**config.mk**
```make
export PLATFORM = sky130hd
export DESIGN_NAME = shim_spi_sts_sync
export DESIGN_NICKNAME = d
export VERILOG_FILES = /design/src/rtl/shim_spi_sts_sync_pkg.sv /design/src/rtl/shim_toggle_sync.sv /design/src/rtl/shim_spi_sts_sync.sv
export SDC_FILE = /design/constraint.sdc
export NUM_CORES = 1
export LEC_CHECK = 0
export ABC_AREA = 1
export BUFFER_PORTS_ARGS = -buffer_cell sky130_fd_sc_hd__buf_4
export CORE_AREA = 2 2 98 100
export CTS_CLUSTER_DIAMETER = 120
export DETAILED_ROUTE_END_ITERATION = 7
export DIE_AREA = 0 0 100 102
export PLACE_DENSITY = 0.77
export SYNTH_ARGS = -nofsm -noshare
export SYNTH_HDL_FRONTEND = slang
export SYNTH_SLANG_ARGS = --single-unit
```
**constraint.sdc**
```tcl
create_clock -name spi_clk -period 5.54 [get_ports spi_clk]
set_input_delay 1.108 -clock spi_clk [delete_from_list [all_inputs] [get_ports spi_clk]]
set_output_delay 1.108 -clock spi_clk [all_outputs]
set_load 0.1 [all_outputs]
```
**src/rtl/shim_spi_sts_sync_pkg.sv**
```systemverilog
// Shared definitions for the SPI-side status return path: FSM encoding,
// status word layout and the default sticky mask derived from it.
package shim_spi_sts_sync_pkg;

  typedef enum logic {
    ST_IDLE     = 1'b0,
    ST_WAIT_ACK = 1'b1
  } sts_state_e;

  // Status word layout: level flags in the low half, event strobes above.
  localparam int STS_STK_LSB = 16;
  localparam int STS_STK_W   = 16;

  localparam logic [31:0] STICKY_MASK_DEF = {{STS_STK_W{1'b1}}, {STS_STK_LSB{1'b0}}};

  localparam int CCNT_W = 8;

  // Saturating increment for the coalesce counter.
  function automatic logic [CCNT_W-1:0] sat_inc(input logic [CCNT_W-1:0] v);
    return (v == {CCNT_W{1'b1}}) ? v : v + 1'b1;
  endfunction

endpackage

```
**src/rtl/shim_toggle_sync.sv**
```systemverilog
// Multi-flop synchronizer for a single toggle-encoded control bit.
module shim_toggle_sync #(
  parameter int SYNC_DEPTH = 3
) (
  input  logic spi_clk,
  input  logic spi_reset,
  input  logic d,
  output logic q
);

  logic [SYNC_DEPTH-1:0] chain;

  // Shift the asynchronous input through the flop chain.
  always_ff @(posedge spi_clk or posedge spi_reset) begin
    if (spi_reset) chain <= '0;
    else           chain <= {chain[SYNC_DEPTH-2:0], d};
  end

  assign q = chain[SYNC_DEPTH-1];

endmodule

```
**src/rtl/shim_spi_sts_sync.sv**
```systemverilog
// SPI-domain transmit side of the status return path. Snapshots level flags
// and accumulated event strobes, holds them stable and hands them to the AXI
// domain over a toggle req/ack handshake.
module shim_spi_sts_sync
  import shim_spi_sts_sync_pkg::*;
#(
  parameter int                   STS_WIDTH      = 32,
  parameter logic [STS_WIDTH-1:0] STICKY_MASK    = STS_WIDTH'(STICKY_MASK_DEF),
  parameter int                   SYNC_DEPTH     = 3,
  parameter int                   TIMEOUT_CYCLES = 1024
) (
  input  logic                 spi_clk,
  input  logic                 spi_reset,
  input  logic [STS_WIDTH-1:0] sts_in,
  output logic [STS_WIDTH-1:0] sts_data_out,
  output logic                 sts_req_toggle,
  input  logic                 sts_ack_toggle,
  output logic                 busy,
  output logic                 ack_timeout,
  output logic [CCNT_W-1:0]    coalesce_count,
  input  logic                 coalesce_clr
);

  localparam logic [STS_WIDTH-1:0] LVL_MASK = ~STICKY_MASK;
  localparam int                   TW       = $clog2(TIMEOUT_CYCLES) + 1;
  localparam logic [TW-1:0]        T_LAST   = TW'(TIMEOUT_CYCLES - 1);

  sts_state_e           state, state_nxt;
  logic [STS_WIDTH-1:0] sts_q, sts_q_prev, sticky_acc, sticky_new, snapshot;
  logic [TW-1:0]        timer, timer_inc;
  logic                 ack_s, pending, capture, acked, level_chg, dirty;

  shim_toggle_sync #(.SYNC_DEPTH(SYNC_DEPTH)) u_ack_sync (
    .spi_clk   (spi_clk),
    .spi_reset (spi_reset),
    .d         (sts_ack_toggle),
    .q         (ack_s)
  );

  // Strobes seen this cycle join the accumulator; the snapshot carries both,
  // so a strobe landing on the capture edge is sent once and not re-queued.
  assign sticky_new = sticky_acc | (sts_q & STICKY_MASK);
  assign snapshot   = (sts_q & LVL_MASK) | sticky_new;
  assign pending    = (((snapshot ^ sts_data_out) & LVL_MASK) != '0) || (sticky_new != '0);
  assign level_chg  = ((sts_q ^ sts_q_prev) & LVL_MASK) != '0;
  assign timer_inc  = (timer == T_LAST) ? timer : timer + 1'b1;
  assign busy       = (state == ST_WAIT_ACK);

  // State register.
  always_ff @(posedge spi_clk or posedge spi_reset) begin
    if (spi_reset) state <= ST_IDLE;
    else           state <= state_nxt;
  end

  // Next state: capture when anything is pending, release on matching ack.
  always_comb begin
    state_nxt = state;
    capture   = 1'b0;
    acked     = 1'b0;
    unique case (state)
      ST_IDLE: begin
        if (pending) begin
          capture   = 1'b1;
          state_nxt = ST_WAIT_ACK;
        end
      end
      ST_WAIT_ACK: begin
        if (ack_s == sts_req_toggle) begin
          acked     = 1'b1;
          state_nxt = ST_IDLE;
        end
      end
    endcase
  end

  // Input register, strobe accumulator, snapshot/req and ack watchdog.
  always_ff @(posedge spi_clk or posedge spi_reset) begin
    if (spi_reset) begin
      sts_q          <= '0;
      sts_q_prev     <= '0;
      sticky_acc     <= '0;
      sts_data_out   <= '0;
      sts_req_toggle <= 1'b0;
      timer          <= '0;
      ack_timeout    <= 1'b0;
    end else begin
      sts_q      <= sts_in;
      sts_q_prev <= sts_q;
      sticky_acc <= capture ? '0 : sticky_new;
      if (capture) begin
        sts_data_out   <= snapshot;
        sts_req_toggle <= ~sts_req_toggle;
        timer          <= '0;
      end else if (busy && !acked) begin
        timer <= timer_inc;
        if (timer_inc == T_LAST) ack_timeout <= 1'b1;
      end
    end
  end

  // Count level updates that were overtaken while a snapshot was in flight.
  always_ff @(posedge spi_clk or posedge spi_reset) begin
    if (spi_reset) begin
      dirty          <= 1'b0;
      coalesce_count <= '0;
    end else begin
      if (capture)                dirty <= 1'b0;
      else if (busy && level_chg) dirty <= 1'b1;
      if (coalesce_clr)
        coalesce_count <= '0;
      else if (busy && level_chg && dirty)
        coalesce_count <= sat_inc(coalesce_count);
    end
  end

endmodule

```
# After elaboration in Yosys (flattened, before gate mapping)
# Index checks and enable logic that the tools add are counted.
[totals] regBits=138 elab_cells=53
[op_classes] add_sub_neg=2 eq_ne=5 muxes=15 bitwise=7 n_reduce_logical=13
[ops] op="$reduce_bool 32->1" n=3
[ops] op="$mux 11" n=3
[ops] op="$mux 32" n=1
[ops] op="$or 16x32->32" n=1
[ops] op="$or 32x32->32" n=1
[ops] op="$xor 16x16->16" n=2
[ops] op="$mux 8" n=3
[ops] op="$eq 11x10->1 const B" n=2
[ops] op="$add 11x1->11 const B" n=1
[ops] op="$add 8x1->8 const B" n=1
[ops] op="$eq 8x8->1 const B" n=1
[ops] op="$mux 1" n=7
[ops] op="$reduce_bool 2->1" n=3
[ops] op="$logic_and 1x1->1" n=3
[ops] op="$not 1->1" n=3
[ops] op="$reduce_and 3->1" n=1
[ops] op="$ne 2x2->1 const B" n=1
[ops] op="$pmux 1 s2" n=1
[ops] op="$reduce_and 2->1" n=1
[ops] op="$eq 1x1->1" n=1
[ops] op="$logic_not 1->1" n=1
[ops] op="$logic_or 1x1->1" n=1

# Longest topological paths before layout
# Gate-level depths: netlist of run 1.
[logic_depth] ltp_word=9 ltp_mapped=12 ltp_nobuf=12

# By module
# From an unflattened synthesis of run 1, not the netlist that was laid out.
[hier_totals] hier_cells=597 hier_area_um2=5123.7
[modules_own_cells] module="shim_spi_sts_sync" n_inst=1 cells_each=593 area_per_inst_um2=5044.8 seq_area_each_um2=2977.9
[modules_own_cells] module="shim_toggle_sync" n_inst=1 cells_each=4 area_per_inst_um2=78.8 seq_area_each_um2=75.1

# Worst setup path before layout of run 1
# Ideal clock, no wire load.
[synth_timing] kind="register to register" startpoint="reg coalesce_count[0]" endpoint="reg coalesce_count[1]" setup_ns=0.119 arrival_ns=2.112 required_ns=5.421 slack_ns=3.308 stages_incl_launch_ff=11 n_path_buf=0 path_cell_list="dfrtp_1 > ha_1 > nand2_1 > inv_1 > nand2_1 > nor2_1 > a21boi_0 > nand3_1 > nand2_1 > nand2_1 > nor2_1"
[synth_between] elab_chain_len=4
[synth_rtl] item="start, declared" line="shim_spi_sts_sync.sv:20" text="output logic [CCNT_W-1:0] coalesce_count,"
[synth_rtl] item="start signal, assigned" line="shim_spi_sts_sync.sv:112" text="coalesce_count <= sat_inc(coalesce_count);"
[synth_rtl] item="$add 8x1->8" line="shim_spi_sts_sync_pkg.sv:20" text="return (v == {CCNT_W{1'b1}}) ? v : v + 1'b1;"
[synth_rtl] item="$mux 8" line="shim_spi_sts_sync_pkg.sv:20"
[synth_rtl] item="$mux 8" line="shim_spi_sts_sync.sv:111" text="else if (busy && level_chg && dirty)"
[synth_rtl] item="$mux 8" line="shim_spi_sts_sync.sv:109" text="if (coalesce_clr)"
# Several ways; a longest one is shown, not always the timed one. The select of a mux whose other input is x is not followed.
# A chain may end at the register's enable or synchronous reset.

# Worst setup path after layout of run 1
[layout_timing] startpoint="reg sts_q[30]" endpoint="reg sts_req_toggle"
[layout_between] elab_chain_len=5
[layout_rtl] item="start, declared" line="shim_spi_sts_sync.sv:29" text="logic [STS_WIDTH-1:0] sts_q, sts_q_prev, sticky_acc, sticky_new, snapshot;"
[layout_rtl] item="start signal, assigned" line="shim_spi_sts_sync.sv:87" text="sts_q <= sts_in;"
[layout_rtl] item="$or 32x32->32" line="shim_spi_sts_sync.sv:42" text="assign sticky_new = sticky_acc | (sts_q & STICKY_MASK);"
[layout_rtl] item="$reduce_bool 32->1" line="shim_spi_sts_sync.sv:44" text="assign pending = (((snapshot ^ sts_data_out) & LVL_MASK) != '0) || (sticky_new != '0);"
[layout_rtl] item="$logic_or 1x1->1" line="shim_spi_sts_sync.sv:44"
[layout_rtl] item="$mux 1" line="shim_spi_sts_sync.sv:62" text="if (pending) begin"
[layout_rtl] item="$mux 1" line="shim_spi_sts_sync.sv:60" text="unique case (state)"
[layout_rtl] item="end signal, assigned" line="shim_spi_sts_sync.sv:92" text="sts_req_toggle <= ~sts_req_toggle;"
[layout_rtl] item="end, declared" line="shim_spi_sts_sync.sv:16" text="output logic sts_req_toggle,"
# Every way passes these cells.

==> results of run 1 <==
==> layer usage <==
metal | vias to the layer above | part of all wire (%) | track usage, %
li1 | 1907 | - | -
met1 | 1830 | 44 | 29.4
met2 | 121 | 49 | 37.0
met3 | 21 | 4.8 | 5.47
met4 | 0 | 2.2 | 9.91
met5 | - | 0 | 0
==> through the flow <==
stage,utilization (%),hold slack (ps),power [mW],instances
floorplan,-,331,2.67,565
global placement,62.2,337,3.02,745
detailed placement,62.2,335,3.06,745
CTS,68.8,351,4.17,777
global route,68.8,352,4.35,777
finish,68.8,347,4.15,777
==> how the worst max path moves through the flow <==
stage                          from        endpoint  slack [ps]  cells after the start
after floorplan           spi_reset     ack_timeout        1190                      1
after global placement    sts_q[30]  sts_req_toggle        3000                     11
after detailed placement  sts_q[30]  sts_req_toggle        2940                     11
after CTS                 sts_q[30]  sts_req_toggle        2920                     11
after global routing      sts_q[30]  sts_req_toggle        2470                     11
final                     sts_q[30]  sts_req_toggle        2910                     11
==> cell families after synthesis <==
| kind of cell | after synthesis | share of synthesized area, % |
|---|---|---|
| xor gates and xnor gates | 19 | 3.33 |
| adders and majority gates | 2 | 0.501 |
| DFF | 122 | 61.2 |
| AOI/OAI and AO/OA | 49 | 5.01 |
| buffers and inverters | 97 | 7.77 |
| and+or+nand+nor | 276 | 22.2 |
==> power breakdown <==
group          internal, mW  switching (mW)  total (mW)  leakage [nW]
registers              1.12           0.167        1.29          1.48
logic                 0.352            1.41        1.76          1.58
clock network         0.731           0.365        1.10         0.292
total                  2.20            1.95        4.15          3.35
==> cell usage in the layout (no fill, tap or decap), drive strengths merged <==
cell type	instances
clkinv	3
a21oi	2
a211oi	1
clkinvlp	1
inv	86
xnor2	8
a21boi	1
clkbuf	25
nor2	66
nor3	5
nand4	5
bufinv	3
dfrtp	122
nand3b	1
xor2	11
or2	3
ha	2
buf	80
nand3	29
o21ai	45
nand2	167
==> worst reg2reg max path, cell delays in order, from the launching register on <==
cell	delay, ps
dfrtp_1	360
nor2_1	190
o21ai_0	150
nor3_1	160
nand2_1	100
nor2_1	110
nand3_1	90
nand2_2	440
buf_4	490
inv_2	260
nand2_1	120
nand2_1	50
==> sequential cells by signal, indices dropped and copies added (netlist names) <==
| name | cells |
|---|---|
| sts_q | 32 |
| ack_timeout | 1 |
| busy | 1 |
| u_ack_sync.chain | 3 |
| coalesce_count | 8 |
| timer | 11 |
| sticky_acc | 16 |
| sts_q_prev | 16 |
| sts_req_toggle | 1 |
| sts_data_out | 32 |
| dirty | 1 |
==> area by class of cell <==
type                            count  area [µm²]  area share [%]
Inverter                           86         325            5.19
Clock inverter                      7         113            1.80
Sequential cell                   122        3050            48.7
Clock buffer                       25         484            7.73
Multi-Input combinational cell    346        1550            24.8
Timing Repair Buffer               80         601            9.58
Tap cell                          111         139            2.22
==> impl_metrics.tcl, run 1 <==
set metrics [dict create \
    worstSetupPathType "reg2reg" \
    grt_antenna_before_repair 0 \
    cp_slowest_cell "buf_4" \
    grt.total_usage_pct 22.7 \
    vdd_drop_max_mv 0.433 \
    rsz0062_at_grt "no" \
    synth_warnings 0 \
    placed_cell_area_mm2 0.00567 \
    path_cells "nor2_1, o21ai_0, nor3_1, nand2_1, nor2_1, nand3_1, nand2_2, buf_4, inv_2, nand2_1, nand2_1" \
    timing.rr.end "sts_req_toggle" \
    dieArea_mm2 0.0102 \
    synth_edf_count 0 \
    finalCritPeriodShare_pct 47.5 \
    cts_resized 0 \
    max_slew_margin_pct 22.5 \
    maxSlewViolCount 0 \
    yosys-top-cells-area "dfrtp_1, nand2_1, inv_1, nor2_1, o21ai_0" \
    fmax_mhz 380 \
    crit_buf_inv 2 \
    via_per_inst 4.99 \
    layout-drive-gt1-share_pct 16.8 \
    cp_top_family "simple AND/OR/NAND/NOR gates" \
    route.detailed.drc 0 \
    async_reset_ff_share_pct 100 \
    fin_area_mm2 0.00627 \
    cp-end-kind "flip-flop" \
    drt_iter0_drc 210 \
    cts-root-buf "clkbuf_8" \
    syn_area_mm2 0.00499 \
    holdBufCountCts 0 \
    clock_path_buffers 2 \
    hold_violations 0 \
    reg2reg_from "sts_q[30]" \
    synth-seq-area-share_pct 61.2 \
    synth_area_leader_cell "dfrtp_1" \
    grt_max_degree 91 \
    final_antenna_net_count 0 \
    max_cap_violations 0 \
    cts_tree "done" \
    status "finished clean" \
    gp_congestion 0.827 \
    cts_inserted_buffers 17 \
    r2r_cells 11 \
    grt_pass1_wl_um 17700 \
    h-tree-depth 4 \
    io_buffers 78 \
    num_vias 3879 \
    postSynthAreaPerCell_um2 8.84 \
    hold_path.class "reg2reg" \
    power-per-cell-area_mw_per_mm2 662 \
    first_global_vias 3876 \
    syn2layout_area_growth_pct 25.5 \
    fill_cells 702 \
    post_cts_buffers 0 \
    synthesis.nets 603 \
    fin_crit_ps 2630 \
    synth-main-ff-cell "dfrtp_1" \
    diodes 0 \
    synth.ff_latch_count 122 \
    crit_path_max_incr_delay_ps 490 \
    core.rowCount 35 \
    crit_top_cell "nand2_1" \
    min_from "u_ack_sync.chain[1]" \
    first_pass_iters 7 \
    finalSetupViolCount 0 \
    grt-ovfl-total 0 \
    leakagePower_nw 3.35 \
    synth_top_area_share_pct 61.2 \
    routed_wl_um 10500 \
    core_mm2 0.00911 \
    floorplan.initialDensity_pct 54.8 \
    r2r_slack_ps 2910 \
    die_h_um 102 \
    synth_cells 565 \
    clock_sinks 122 \
    synth_cell_types 22 \
    startpoint_type "flip-flop" \
    fp.dieW_um 100 \
    worstMarginPinSlew_ps 1150 \
    io_pins 79 \
    post-dp-hpwl_um 7160 \
    whs_path_depth 0 \
    critical_path_arrival_ps 3020 \
    dp_slack_ps 2940 \
    worstSkewPairLatency_ps 500 \
    crit_fanout 47 \
    min_to "u_ack_sync.chain[2]" \
    wl_per_cell_um 13.6 \
    finalSetupTns_ps 0 \
    cts.clk_slew.worst_paths_ps 60 \
    post-synth-top-count-cell "nand2_1" \
    required_ps 5930 \
    clock_skew_ps 5.87 \
    synthTopCellsByCount "nand2_1, dfrtp_1, inv_1" \
    nets 691 \
    layout_setup_ws_ps 2910 \
]
(Power assumes the default switching activity.)
==> run 2: changes to the inputs <==
Clock period 5.54 ns to 2.7 ns, I/O delays scaled along.
==> run 2 against run 1 <==
  * Total power rose by 110%
  * Register-to-register slack worse by 2300 ps
  * Count of clock-buffer cells in the layout decreased by 6
  * Flip-flop and latch count unchanged
  * Clock skew increased by 0.92 ps
  * Via count grew 0.15%
  * Global-route usage is 0.61 points lower
  * Critical path type unchanged
  * Critical endpoint is now sts_data_out[22]
  * Largest cell class unchanged
==> impl_metrics.tcl, run 2 (synthesis results as in run 1) <==
set metrics [dict create \
    grt.total_usage_pct 22.1 \
    die_h_um 102 \
    timing.rr.end "sts_data_out[22]" \
    r2r_slack_ps 570 \
    cp-end-kind "flip-flop" \
    regArea_mm2 0.00305 \
    dieArea_mm2 0.0102 \
    multi_input_area_mm2 0.00155 \
    layout_commonest_cell "nand2_1" \
    layout-drive-gt1-share_pct 17.5 \
    leakagePower_nw 3.37 \
    core_mm2 0.00911 \
    grt_antenna_before_repair 0 \
    crit_fanout 26 \
    fp.dieW_um 100 \
    holdBufCountCts 0 \
    r2r_cells 10 \
    gp_congestion 0.886 \
    max_slew_margin_pct 65.9 \
    hold_violations 0 \
    cts_tree "done" \
    final_cell_mix "nand2_1, dfrtp_1, inv_1, buf_4, nor2_1" \
    first_global_vias 3887 \
    max_cap_violations 0 \
    grt_max_degree 68 \
    floorplan.initialDensity_pct 54.8 \
    reg2reg_from "sts_q[4]" \
    fin_crit_ps 2130 \
    worstMarginPinSlew_ps 510 \
    clock_skew_ps 6.80 \
    hold_path.class "in2async" \
    cts_resized 0 \
    grt_pass1_wl_um 17300 \
    cts-root-buf "clkbuf_8" \
    core.rowCount 35 \
    dpl.cell_count 748 \
    required_ps 3130 \
    first_pass_iters 4 \
    startpoint_type "flip-flop" \
    critical_path_arrival_ps 2560 \
    syn2layout_area_growth_pct 26.7 \
    cts.clk_slew.worst_paths_ps 60 \
    rsz0062_at_grt "no" \
    status "finished clean" \
    final_antenna_net_count 0 \
    vdd_drop_max_mv 0.726 \
    diodes 0 \
    num_vias 3885 \
    power-per-cell-area_mw_per_mm2 1360 \
    fmax_mhz 469 \
    fill_cells 675 \
    maxSlewViolCount 0 \
    via_per_inst 4.99 \
    finalSetupViolCount 0 \
    h-tree-depth 4 \
    io_pins 79 \
    route.detailed.drc 0 \
    finalCritPeriodShare_pct 79.0 \
    clock_path_buffers 2 \
    grt-ovfl-total 0 \
    worstSkewPairLatency_ps 510 \
    top_regs "sts_data_out (32), sts_q (32)" \
    post_cts_buffers 0 \
    nets 694 \
    fin_util_pct 69.4 \
    finalSetupTns_ps 0 \
    drt_iter0_drc 170 \
    cts_inserted_buffers 17 \
    post-dp-hpwl_um 6940 \
    clock_sinks 122 \
    worstSetupPathType "reg2reg" \
    io_buffers 78 \
    wl_per_cell_um 13.2 \
    routed_wl_um 10300 \
    instances_no_fill 779 \
]
[run 2: power by group]
part	internal, mW	switching [mW]
Clock	1.51	0.779
Sequential	2.30	0.340
Combinational	0.761	2.89
[run 2: stage by stage]
step                      total power, mW  hold slack, ps  area (µm²)  setup slack, ps
after floorplan                      5.49             331        5000              468
final                                8.58            62.0        6320              567
after global placement               6.24             351        5720              678
after detailed placement             6.31             345        5720              663
after CTS                            8.63            64.2        6320              577
after global routing                 8.98            88.8        6320              314
[run 2: worst max path at each step]
stage,endpoint,depth (start not counted),startpoint
floorplan,coalesce_count[1],10,coalesce_count[0]
global placement,sts_data_out[21],9,sts_q[30]
detailed placement,sts_data_out[21],10,sts_q[30]
CTS,sts_data_out[22],10,sts_q[31]
global route,sts_data_out[6],10,sts_q[31]
finish,sts_data_out[22],10,sts_q[4]
[run 2: worst max-delay path: stages, from the launching register on]
cell      delay [ps]
dfrtp_1          400
inv_1            180
o21ai_0          120
nor2_1           100
nand3b_1         130
nor2_1           160
nand3_1          130
nand2_2          310
buf_4            330
nand2_1           90
o21ai_0           90
[run 2: area by class of cell]
cell class,instances,area share (%)
Clock buffer,19,6.83
Tap cell,111,2.20
Sequential cell,122,48.3
Inverter,86,5.16
Timing Repair Buffer,83,10.2
Clock inverter,12,2.75
Multi-Input combinational cell,346,24.5
[run 2: per-layer routing]
layer	wire length (µm)	vias up	part of all wire [%]	track usage, %
met2	5100	107	50	36.3
met4	267	0	2.6	9.69
li1	-	1908	-	-
met5	0	-	0	0
met1	4430	1843	43	27.6
met3	489	27	4.8	6.29
==> run 3: changes to the inputs <==
Settings changed: ABC_AREA 1 to 0, CORE_AREA 2 2 98 100 to 2 2 96 98, DIE_AREA 0 0 100 102 to 0 0 98 100, PLACE_DENSITY 0.77 to 0.78.
Clock period 2.7 ns to 2.24 ns, I/O delays scaled along.
==> run 3 against run 2 <==
  * Clock skew rose by 5.6 ps
  * Global-route usage up 0.62 points
  * Total power is 21% higher
  * Largest cell class unchanged
  * Largest power group unchanged
  * Critical path depth is 2 lower
  * Via count fell by 12%
  * Combinational power rose by 27%
==> impl_metrics.tcl, run 3 <==
set metrics [dict create \
    status "finished clean" \
    cp_slowest_cell "dfrtp_1" \
    cts-root-buf "clkbuf_8" \
    layout_setup_ws_ps 94.5 \
    post-dp-hpwl_um 6730 \
    finalCritPeriodShare_pct 95.8 \
    multi_input_area_mm2 0.00165 \
    clock_skew_ps 12.4 \
    worstMarginPinSlew_ps 542 \
    grt-ovfl-total 0 \
    grt_max_degree 65 \
    grt.total_usage_pct 22.7 \
    drt_iter0_drc 163 \
    cp-end-kind "flip-flop" \
    post-synth-top-count-cell "dfrtp_1" \
    layout_commonest_cell "buf_4" \
    cts.clk_slew.worst_paths_ps 70 \
    postSynthAreaPerCell_um2 12.5 \
    cts_inserted_buffers 17 \
    startpoint_type "flip-flop" \
    dp_slack_ps -153 \
    num_vias 3405 \
    final_cell_mix "buf_4, dfrtp_1, nor2_1, dfrtp_2, xor2_1" \
    first_pass_iters 6 \
    critical_path_arrival_ps 2560 \
    fill_cells 598 \
    route.detailed.drc 0 \
    grt_pass1_wl_um 17200 \
    max_slew_margin_pct 63.5 \
    synth_cells 387 \
    wl_per_cell_um 16.3 \
    worstSkewPairLatency_ps 530 \
    holdWs_ps 20.6 \
    reg2reg_from "sts_q[9]" \
    fin_area_mm2 0.00642 \
    synth_top_area_share_pct 63.2 \
    crit_path_max_incr_delay_ps 410 \
    fp.dieW_um 98 \
    min_from "sts_in[18]" \
    synthTopCellsByCount "dfrtp_1, nor2_1, inv_1, xor2_1" \
    dpl.cell_count 601 \
    r2r_cells 8 \
    timing.rr.end "timer[6]" \
    die_h_um 100 \
    io_buffers 78 \
    routed_wl_um 10300 \
    required_ps 2660 \
    leakagePower_nw 2.99 \
    syn_area_mm2 0.00483 \
    fin_crit_ps 2150 \
    path_cells "xnor2_1, nand4_1, nor4_2, buf_4, a21oi_4, buf_4, buf_4, a311oi_1" \
    maxSlewViolCount 0 \
    synth_edf_count 0 \
    core_mm2 0.00889 \
    clock_path_buffers 2 \
    layout-drive-gt1-share_pct 36.8 \
    async_reset_ff_share_pct 100 \
    synth.ff_latch_count 122 \
    io_pins 79 \
    synth_cell_types 42 \
    crit_top_cell "buf_4" \
    synth-main-ff-cell "dfrtp_1" \
    synth_area_leader_cell "dfrtp_1" \
    h-tree-depth 4 \
    worstSetupPathType "reg2reg" \
    instances_no_fill 635 \
    top_regs "sts_data_out (32), sts_q (32)" \
    synth-seq-area-share_pct 63.2 \
    clock_sinks 122 \
    placed_cell_area_mm2 0.00583 \
    synthesis.nets 425 \
    synth_warnings 0 \
    finalSetupTns_ps 0 \
    grt_antenna_before_repair 0 \
    hold_violations 0 \
    power-per-cell-area_mw_per_mm2 1610 \
    total_power_mw 10.4 \
    max_cap_violations 0 \
    regArea_mm2 0.00308 \
    gp_congestion 0.925 \
    startpoint "sts_q[9]" \
    whs_path_depth 1 \
    via_per_inst 5.36 \
    crit_fanout 17 \
    cts_tree "done" \
    floorplan.initialDensity_pct 54.4 \
    fmax_mhz 466 \
    vdd_drop_max_mv 1.20 \
    core.rowCount 35 \
    syn2layout_area_growth_pct 32.9 \
    finalSetupViolCount 0 \
    dieArea_mm2 0.00980 \
    diodes 0 \
    yosys-top-cells-area "dfrtp_1, mux2_4, mux2i_1, xor2_1, nor2_1" \
    nets 549 \
    min_to "sts_q[18]" \
    r2r_slack_ps 90 \
    first_global_vias 3455 \
    hold_path.class "in2reg" \
    fin_util_pct 72.2 \
    final_antenna_net_count 0 \
]
[run 3: changes by cell type in the layout (fill, tap and decap cells not counted), sizes merged, moves of 11 or more]
cell | before | now
buf | 83 | 117
nor2 | 66 | 44
inv | 85 | 25
nor4 | 0 | 11
mux2i | 0 | 18
nand3 | 29 | 13
mux2 | 0 | 18
o21ai | 45 | 11
nand2 | 167 | 15
[run 3: routing by layer]
metal	GRT usage, %	share of wire, %	vias up
li1	-	-	1596
met1	28.9	42	1697
met2	37.6	52	93
met3	6.41	4.5	19
met4	8.12	1.6	0
met5	0	0	-
[run 3: cell type report]
class	count	area share [%]
Timing Repair Buffer	118	14.2
Sequential cell	122	48.0
Multi-Input combinational cell	233	25.6
Clock inverter	15	2.42
Clock buffer	17	6.45
Inverter	19	1.17
Tap cell	111	2.16
[run 3: cells by family (layout without fill, tap and decap cells)]
| family | Yosys count | after routing | share of synthesized area [%] |
|---|---|---|---|
| compound gates | 39 | 39 | 5.18 |
| xor+xnor | 37 | 37 | 6.71 |
| fa+ha+maj | 2 | 2 | 0.518 |
| buf+inv | 32 | 169 | 3.06 |
| flops | 122 | 122 | 63.2 |
| mux | 36 | 36 | 8.93 |
| simple gates | 119 | 119 | 12.4 |
[run 3: timing repair]
item                                   in CTS  in global routing
buffers inserted                            1                  0
pin swaps                                   1                  0
gates resized for setup                     0                  2
setup endpoints to repair                  32                  5
endpoints found under the hold margin      10                  0
hold buffers                                1                  0
[run 3: worst max path at each step]
stage | end | slack [ps] | cells after the start
detailed placement | sts_data_out[26] | -150 | 7
global route | timer[6] | -2 | 8
finish | timer[6] | 90 | 8
global placement | sts_data_out[22] | -60 | 7
floorplan | sts_data_out[7] | 0.02 | 6
CTS | timer[6] | 70 | 8
[run 3: power by group]
| part | total, mW | switching, mW | internal, mW |
|---|---|---|---|
| clock network | 2.60 | 1.09 | 1.51 |
| registers | 3.12 | 0.362 | 2.76 |
| logic | 4.63 | 3.31 | 1.32 |
[run 3: critical path, delay by kind of cell, from the launching register on]
kind                   cells  cell delay, ps
buffers and inverters      3             620
AND/OR/NAND/NOR            2             470
flip-flops                 1             410
AO/OA/AOI/OAI              2             290
XOR/XNOR                   1             250
